**src/rtl/lfsr_rand_server_pkg.sv**
```systemverilog
// Shared constants, types and helpers for the LFSR random-number server.
// Holds the XNOR LFSR step and the lock-up seed guard.
package lfsr_rand_pkg;

  localparam int LFSR_W = 56;

  localparam int TAP_A = 22;
  localparam int TAP_B = 21;
  localparam int TAP_C = 1;
  localparam int TAP_D = 0;

  localparam logic [LFSR_W-1:0] DEFAULT_SEED = 56'hA5A5_5A5A_C3C3_3C;
  localparam logic [LFSR_W-1:0] LOCKUP = {LFSR_W{1'b1}};

  typedef enum logic {
    WARMUP,
    SERVE
  } state_e;

  function automatic logic [LFSR_W-1:0] lfsr_step(
    input logic [LFSR_W-1:0] s
  );
    logic fb;
    fb = (s[TAP_A] ~^ s[TAP_B]) ~^ (s[TAP_C] ~^ s[TAP_D]);
    return {fb, s[LFSR_W-1:1]};
  endfunction

  // All-ones never leaves the XNOR lock state, so swap in a safe seed.
  function automatic logic [LFSR_W-1:0] seed_guard(
    input logic [LFSR_W-1:0] s,
    input logic [LFSR_W-1:0] dflt
  );
    return (s == LOCKUP) ? {dflt[LFSR_W-1:1], 1'b0} : s;
  endfunction

endpackage

```
**src/rtl/lfsr_rand_server_if.sv**
```systemverilog
// Request/grant and seeding bundle between the server and its clients.
// master = requester side, slave = server side.
interface lfsr_rand_server_if #(
  parameter int NUM_REQ = 4
);
  import lfsr_rand_pkg::*;

  logic               seed_load;
  logic [LFSR_W-1:0]  seed_in;
  logic [NUM_REQ-1:0] req;
  logic [NUM_REQ-1:0] gnt;
  logic [LFSR_W-1:0]  rand_out;
  logic               ready;

  modport master (
    output seed_load, seed_in, req,
    input  gnt, rand_out, ready
  );

  modport slave (
    input  seed_load, seed_in, req,
    output gnt, rand_out, ready
  );

endinterface

```
**src/rtl/lfsr_rand_server_rr_arbiter.sv**
```systemverilog
// Combinational round-robin arbiter: scans from ptr, first req wins.
// Emits a one-hot grant plus the winner index.
module rr_arbiter #(
  parameter int N = 4
) (
  input  logic [N-1:0]         req,
  input  logic                 en,
  input  logic [$clog2(N)-1:0] ptr,
  output logic [N-1:0]         gnt,
  output logic [$clog2(N)-1:0] idx,
  output logic                 any
);

  localparam int IW = $clog2(N);

  int j;

  always_comb begin
    gnt = '0;
    idx = '0;
    any = 1'b0;
    j   = 0;
    for (int k = 0; k < N; k++) begin
      j = int'(ptr) + k;
      if (j >= N) j = j - N;
      if (en && !any && req[j]) begin
        any    = 1'b1;
        gnt[j] = 1'b1;
        idx    = IW'(j);
      end
    end
  end

endmodule

```
**src/rtl/lfsr_rand_server.sv**
```systemverilog
// Shared 56-bit XNOR LFSR server with warm-up and round-robin grants.
// One word per cycle; seed_load restarts warm-up and beats any grant.
module lfsr_rand_server #(
  parameter int NUM_REQ       = 4,
  parameter int WARMUP_CYCLES = 64,
  parameter logic [55:0] DEFAULT_SEED = lfsr_rand_pkg::DEFAULT_SEED
) (
  input  logic          Clk,
  input  logic          Reset,
  lfsr_rand_server_if.slave bus
);
  import lfsr_rand_pkg::*;

  localparam int CW = $clog2(WARMUP_CYCLES + 1);
  localparam int PW = $clog2(NUM_REQ);
  localparam logic [LFSR_W-1:0] SEED_RST =
    seed_guard(DEFAULT_SEED, DEFAULT_SEED);

  state_e             state_q, state_d;
  logic [CW-1:0]      cnt_q, cnt_d;
  logic [PW-1:0]      ptr_q, ptr_d;
  logic [LFSR_W-1:0]  lfsr_q, lfsr_d;
  logic [NUM_REQ-1:0] gnt_q, gnt_d;
  logic [LFSR_W-1:0]  rand_q, rand_d;

  logic               arb_en;
  logic               arb_any;
  logic [NUM_REQ-1:0] arb_gnt;
  logic [PW-1:0]      arb_idx;

  assign arb_en = (state_q == SERVE) && !bus.seed_load;

  rr_arbiter #(
    .N (NUM_REQ)
  ) u_arb (
    .req (bus.req),
    .en  (arb_en),
    .ptr (ptr_q),
    .gnt (arb_gnt),
    .idx (arb_idx),
    .any (arb_any)
  );

  always_ff @(posedge Clk or posedge Reset) begin
    if (Reset) begin
      state_q <= WARMUP;
      cnt_q   <= '0;
      ptr_q   <= '0;
      lfsr_q  <= SEED_RST;
      gnt_q   <= '0;
      rand_q  <= '0;
    end else begin
      state_q <= state_d;
      cnt_q   <= cnt_d;
      ptr_q   <= ptr_d;
      lfsr_q  <= lfsr_d;
      gnt_q   <= gnt_d;
      rand_q  <= rand_d;
    end
  end

  always_comb begin
    state_d = state_q;
    cnt_d   = cnt_q;
    ptr_d   = ptr_q;
    lfsr_d  = lfsr_q;
    gnt_d   = '0;
    rand_d  = rand_q;
    if (bus.seed_load) begin
      lfsr_d  = seed_guard(bus.seed_in, DEFAULT_SEED);
      cnt_d   = '0;
      state_d = WARMUP;
    end else begin
      unique case (state_q)
        WARMUP: begin
          lfsr_d = lfsr_step(lfsr_q);
          // Counter parks on its last value instead of wrapping.
          if (cnt_q == CW'(WARMUP_CYCLES - 1)) state_d = SERVE;
          else cnt_d = cnt_q + 1'b1;
        end
        SERVE: begin
          if (arb_any) begin
            gnt_d  = arb_gnt;
            rand_d = lfsr_q;
            lfsr_d = lfsr_step(lfsr_q);
            ptr_d  = (arb_idx == PW'(NUM_REQ - 1)) ? '0 : arb_idx + 1'b1;
          end
        end
      endcase
    end
  end

  assign bus.gnt      = gnt_q;
  assign bus.rand_out = rand_q;
  assign bus.ready    = (state_q == SERVE);

endmodule

```
**src/flat_wrapper.sv**
```systemverilog
// flat-port wrapper written by rule: the top's interface ports become plain ports
module lfsr_rand_server_flat import lfsr_rand_pkg::*;
#(
  parameter int NUM_REQ       = 4,
  parameter int WARMUP_CYCLES = 64,
  parameter logic [55:0] DEFAULT_SEED = lfsr_rand_pkg::DEFAULT_SEED
)
  (Clk, Reset, bus_seed_load, bus_seed_in, bus_req, bus_gnt, bus_rand_out, bus_ready);
  lfsr_rand_server_if #(.NUM_REQ(NUM_REQ)) bus_i ();
  input  logic Clk;
  input  logic Reset;
  input wire logic [$bits(bus_i.seed_load)-1:0] bus_seed_load;
  input wire logic [$bits(bus_i.seed_in)-1:0] bus_seed_in;
  input wire logic [$bits(bus_i.req)-1:0] bus_req;
  output wire logic [$bits(bus_i.gnt)-1:0] bus_gnt;
  output wire logic [$bits(bus_i.rand_out)-1:0] bus_rand_out;
  output wire logic [$bits(bus_i.ready)-1:0] bus_ready;
  assign bus_i.seed_load = bus_seed_load;
  assign bus_i.seed_in = bus_seed_in;
  assign bus_i.req = bus_req;
  assign bus_gnt = bus_i.gnt;
  assign bus_rand_out = bus_i.rand_out;
  assign bus_ready = bus_i.ready;
  lfsr_rand_server #(.NUM_REQ(NUM_REQ), .WARMUP_CYCLES(WARMUP_CYCLES), .DEFAULT_SEED(DEFAULT_SEED)) u_core (.Clk(Clk), .Reset(Reset), .bus(bus_i));
endmodule
```
**config.mk**
```make
export PLATFORM = sky130hd
export DESIGN_NAME = lfsr_rand_server_flat
export DESIGN_NICKNAME = d
export VERILOG_FILES = /design/src/rtl/lfsr_rand_server_pkg.sv /design/src/rtl/lfsr_rand_server_if.sv /design/src/rtl/lfsr_rand_server_rr_arbiter.sv /design/src/rtl/lfsr_rand_server.sv /design/src/flat_wrapper.sv
export SDC_FILE = /design/constraint.sdc
export NUM_CORES = 1
export LEC_CHECK = 0
export ABC_CLOCK_PERIOD_IN_PS = 6670
export BUFFER_PORTS_ARGS = -buffer_cell sky130_fd_sc_hd__buf_4
export CAP_MARGIN = 40
export CORE_UTILIZATION = 26
export CTS_CLUSTER_SIZE = 40
export DETAILED_ROUTE_END_ITERATION = 16
export GPL_TIMING_DRIVEN = 0
export HOLD_SLACK_MARGIN = 0.06
export SETUP_SLACK_MARGIN = 0.05
export SLEW_MARGIN = 20
export SYNTH_ARGS = -nofsm -noshare
export SYNTH_HDL_FRONTEND = slang
export SYNTH_SLANG_ARGS = --single-unit
```
**constraint.sdc**
```tcl
create_clock -name Clk -period 6.67 [get_ports Clk]
set_input_delay 1.334 -clock Clk [delete_from_list [all_inputs] [get_ports Clk]]
set_output_delay 1.334 -clock Clk [all_outputs]
set_load 0.02 [all_outputs]
```
==> summary.md <==
| Metric | Value |
|---|---|
| Syn avg cell area | `11.7 sq um` |
| DP HPWL | `12300 um` |
| Full die area | `23500 sq um` |
| Rel. slew slack | `57.3%` |
| CTS tree | `done` |
| RSZ-0062 raised after global routing | `no` |
| Synthesized area | `5950 sq um` |
| Top cells by area, synth | `dfrtp_1, dfstp_2, mux2_2` |
| Mux cell area share after synthesis | `17.1%` |
| Final Slew Violations | `0` |
| Post-CTS setup buffers | `0` |
| YS warnings | `0` |
| Pwr Total | `0.00225 W` |
| CP max FO | `10` |
| Post-Synth XOR/XNOR Area | `1.03%` |
| Htree depth | `4` |
| Worst hold path type | `flip-flop to flip-flop` |
| Ys flop type | `dfrtp_1` |
| Grt met2 use | `23.2%` |
| Critical path arrival | `3.46 ns` |
| Gp weighted congestion | `0.868` |
| Vias | `4565` |
| CP Data Required Time | `6.96 ns` |
| Area Overhead vs Synth | `32.5%` |
| Setup TNS after final layout | `0 ns` |
| CTS Root Cell | `clkbuf_16` |
| GRT Util Overall | `15.0%` |
| CP Class | `flip-flop to flip-flop` |
| Clk slew on worst S/H paths | `0.06 ns` |
| Simple-Gate Fraction of Synth Area | `8.70%` |
| Critical Path Slowest Stage Cell | `dfrtp_1` |
| Post-synthesis sequential area ratio | `53.6%` |
| Initial drt markers | `253` |
| Max Fclk | `0.316 GHz` |
| Core Area | `22200 sq um` |
| Row cnt | `54` |
| P_leak | `3.64 nW` |
| Post-synth EDFFs | `0` |
| Hold buffers post-CTS | `0` |
| Initial antenna violation count | `0` |
| Largest family of logic cells by synthesized area | `multiplexers` |
| Max Cap Viol | `0` |
| Syn Nets | `582` |
| Crit path top cell by count | `buf_8` |
| Internal power | `0.00162 W` |
| Setup Skew | `0.00919 ns` |
| Met3 Track Usage GR | `5.36%` |
| Post-CTS resize count | `0` |
| Remaining antenna violation count | `0` |
| WHS | `0.470 ns` |
| Tmin final | `3.17 ns` |
| Detailed Route WL | `17100 um` |
| Share of the synthesized area in the top cell type | `41.2%` |
| Maximum VDD drop | `144 uV` |
| Clock buffer depth | `2` |
| Most used routing layer | `met2` |
| Status | `complete, no violations` |
| DRT Pass-1 Iters | `5` |
| Final-stage net count | `727` |
| Total power per unit cell area | `285 nW/um^2` |
| Synth Area in Compound Gates | `12.9%` |
| Transition time at the pin with the least slew margin | `0.640 ns` |
| CP cell instances | `buf_6 > inv_1 > ha_1 > buf_2 > or3_1 > o32ai_2 > o21bai_2 > nand2_4 > buf_8 > buf_8 > mux2_1` |
| CP peak stage delay | `0.44 ns` |
| Synth Instances | `510` |
| Unique cell type count in the Yosys netlist | `54` |
| Port buffer count | `122` |
| Die X | `153 um` |
| Post-route cell area | `7890 sq um` |
| DRC Markers | `0` |
| Period Utilization, post-route | `47.5%` |
| Die Height | `153 um` |
| Share of layout cells above drive strength 1 | `39.8%` |
| Starting Density | `26.9%` |
| Cts bufs inserted | `17` |
| Grt ovf | `0` |
| Commonest non-fill, non-tap cell in the layout | `buf_4` |
| Clock Latency Late Sink | `0.42 ns` |
| Post-synthesis adder-cell area fraction | `1.89%` |
| Post-DP Area | `7270 sq um` |
| DR vias/cell | `4.82` |
| Synthesis-stage register bit count | `126` |
| Yosys top cell by area | `dfrtp_1` |
| Antenna fix cells | `0` |
| Clock power share | `42.8%` |
| Switch Pwr | `0.000626 W` |
| Final setup violation count | `0` |
| Pin count of the biggest net entering global routing | `69` |
| Number of global-route vias before repair | `4643` |
| Seq pwr share | `40.1%` |
| Critical Path End Type | `flip-flop` |
| Routed WL per cell | `18.0 um` |
| Commonest non-fill, non-tap cells in the layout | `buf_4, dfrtp_1, nand2_1, mux2_2, o21ai_1` |
| Clock sink count | `126` |
| Grt met1 use | `20.3%` |
| Sw frac | `27.8%` |
| Gate power share | `17.1%` |
| First-pass GRT wire length | `26900 um` |
| IO Count | `124` |
| Setup crit start kind | `flip-flop` |
| Async set-reset flop share out of synthesis | `100%` |
| Final hold vios | `0` |
sequential cells by signal, summed over array words and instances (netlist names):
register	flops
u_core.lfsr_q	56
u_core.ptr_q	2
u_core.bus.gnt	4
u_core.cnt_q	7
u_core.bus.rand_out	56
u_core.bus.ready	1
synthesized netlist by cell type (3+ instances only):
master,instances
xnor2_1,3
o211ai_1,3
dfrtp_1,98
a22oi_1,28
buf_2,4
buf_4,7
mux2_2,51
a22o_1,4
nand4_1,16
dfstp_2,28
a21oi_1,7
inv_1,11
xor2_1,4
nor3_1,3
mux2i_1,33
nor4_1,3
ha_1,9
mux2_1,8
nand2_1,63
clkbuf_1,11
o21ai_1,50
o21ai_0,11
buf_6,8
nor2_1,9
metal layers:
layer,wire [um],part of all wire (%)
met5,0,0
met4,74,0.43
met3,1080,6.3
met2,7780,46
met1,8120,48
power by group through the flow:
stage / Clock [W] / Sequential [W] / Combinational, W
floorplan: 0 / 0.000935 / 0.000209
global placement: 0 / 0.000914 / 0.000378
detailed placement: 0 / 0.000915 / 0.000386
CTS: 0.000987 / 0.000903 / 0.000387
global route: 0.00102 / 0.000914 / 0.000419
finish: 0.000963 / 0.000904 / 0.000385
logic make-up (layout without fill, tap and decap cells):
group	count (synthesis)	in the layout
fa+ha+maj	9	9
flops	126	126
simple gates	109	109
xor+xnor	7	7
buf+inv	46	204
mux	93	93
compound gates	120	120
cell type report:
cell class	instances	area, sq um
buffer	35	248
clock buffer	20	447
clock inverter	12	160
fill	2236	14300
inverter	11	48.8
multi-input combinational	338	2480
sequential	126	3190
tap	280	350
timing repair buffer	126	971
per-stage QoR:
stage                     util (%)  setup slack, ns  instances
after global routing          35.6             3.38        948
after detailed placement      32.8             3.37        915
final                         35.6             3.50        948
after CTS                     35.5             3.49        947
after floorplan                  -             2.03        510
after global placement        32.6            0.270        912
critical path, delay by kind of cell (launching register included):
family	cells	cell delay, ns
AO/OA/AOI/OAI	2	0.41
AND/OR/NAND/NOR	2	0.59
flip-flops	1	0.44
buffers and inverters	5	0.96
multiplexers	1	0.32
adder cells (fa/ha/maj)	1	0.31
worst paths after layout:
check / startpoint / to / slack, ns / cells past startpoint
min: u_core.lfsr_q[16] / u_core.lfsr_q[16] / 0.47 / 2
min reg2reg: u_core.lfsr_q[16] / u_core.lfsr_q[16] / 0.47 / 2
min in group asynchronous: Reset / u_core.cnt_q[3] / 0.92 / 2
max: u_core.ptr_q[0] / u_core.bus.rand_out[13] / 3.50 / 11
max reg2reg: u_core.ptr_q[0] / u_core.bus.rand_out[13] / 3.50 / 11
max in group asynchronous: Reset / u_core.lfsr_q[30] / 5.00 / 3
Note: power is estimated with default switching activity, not from simulation.
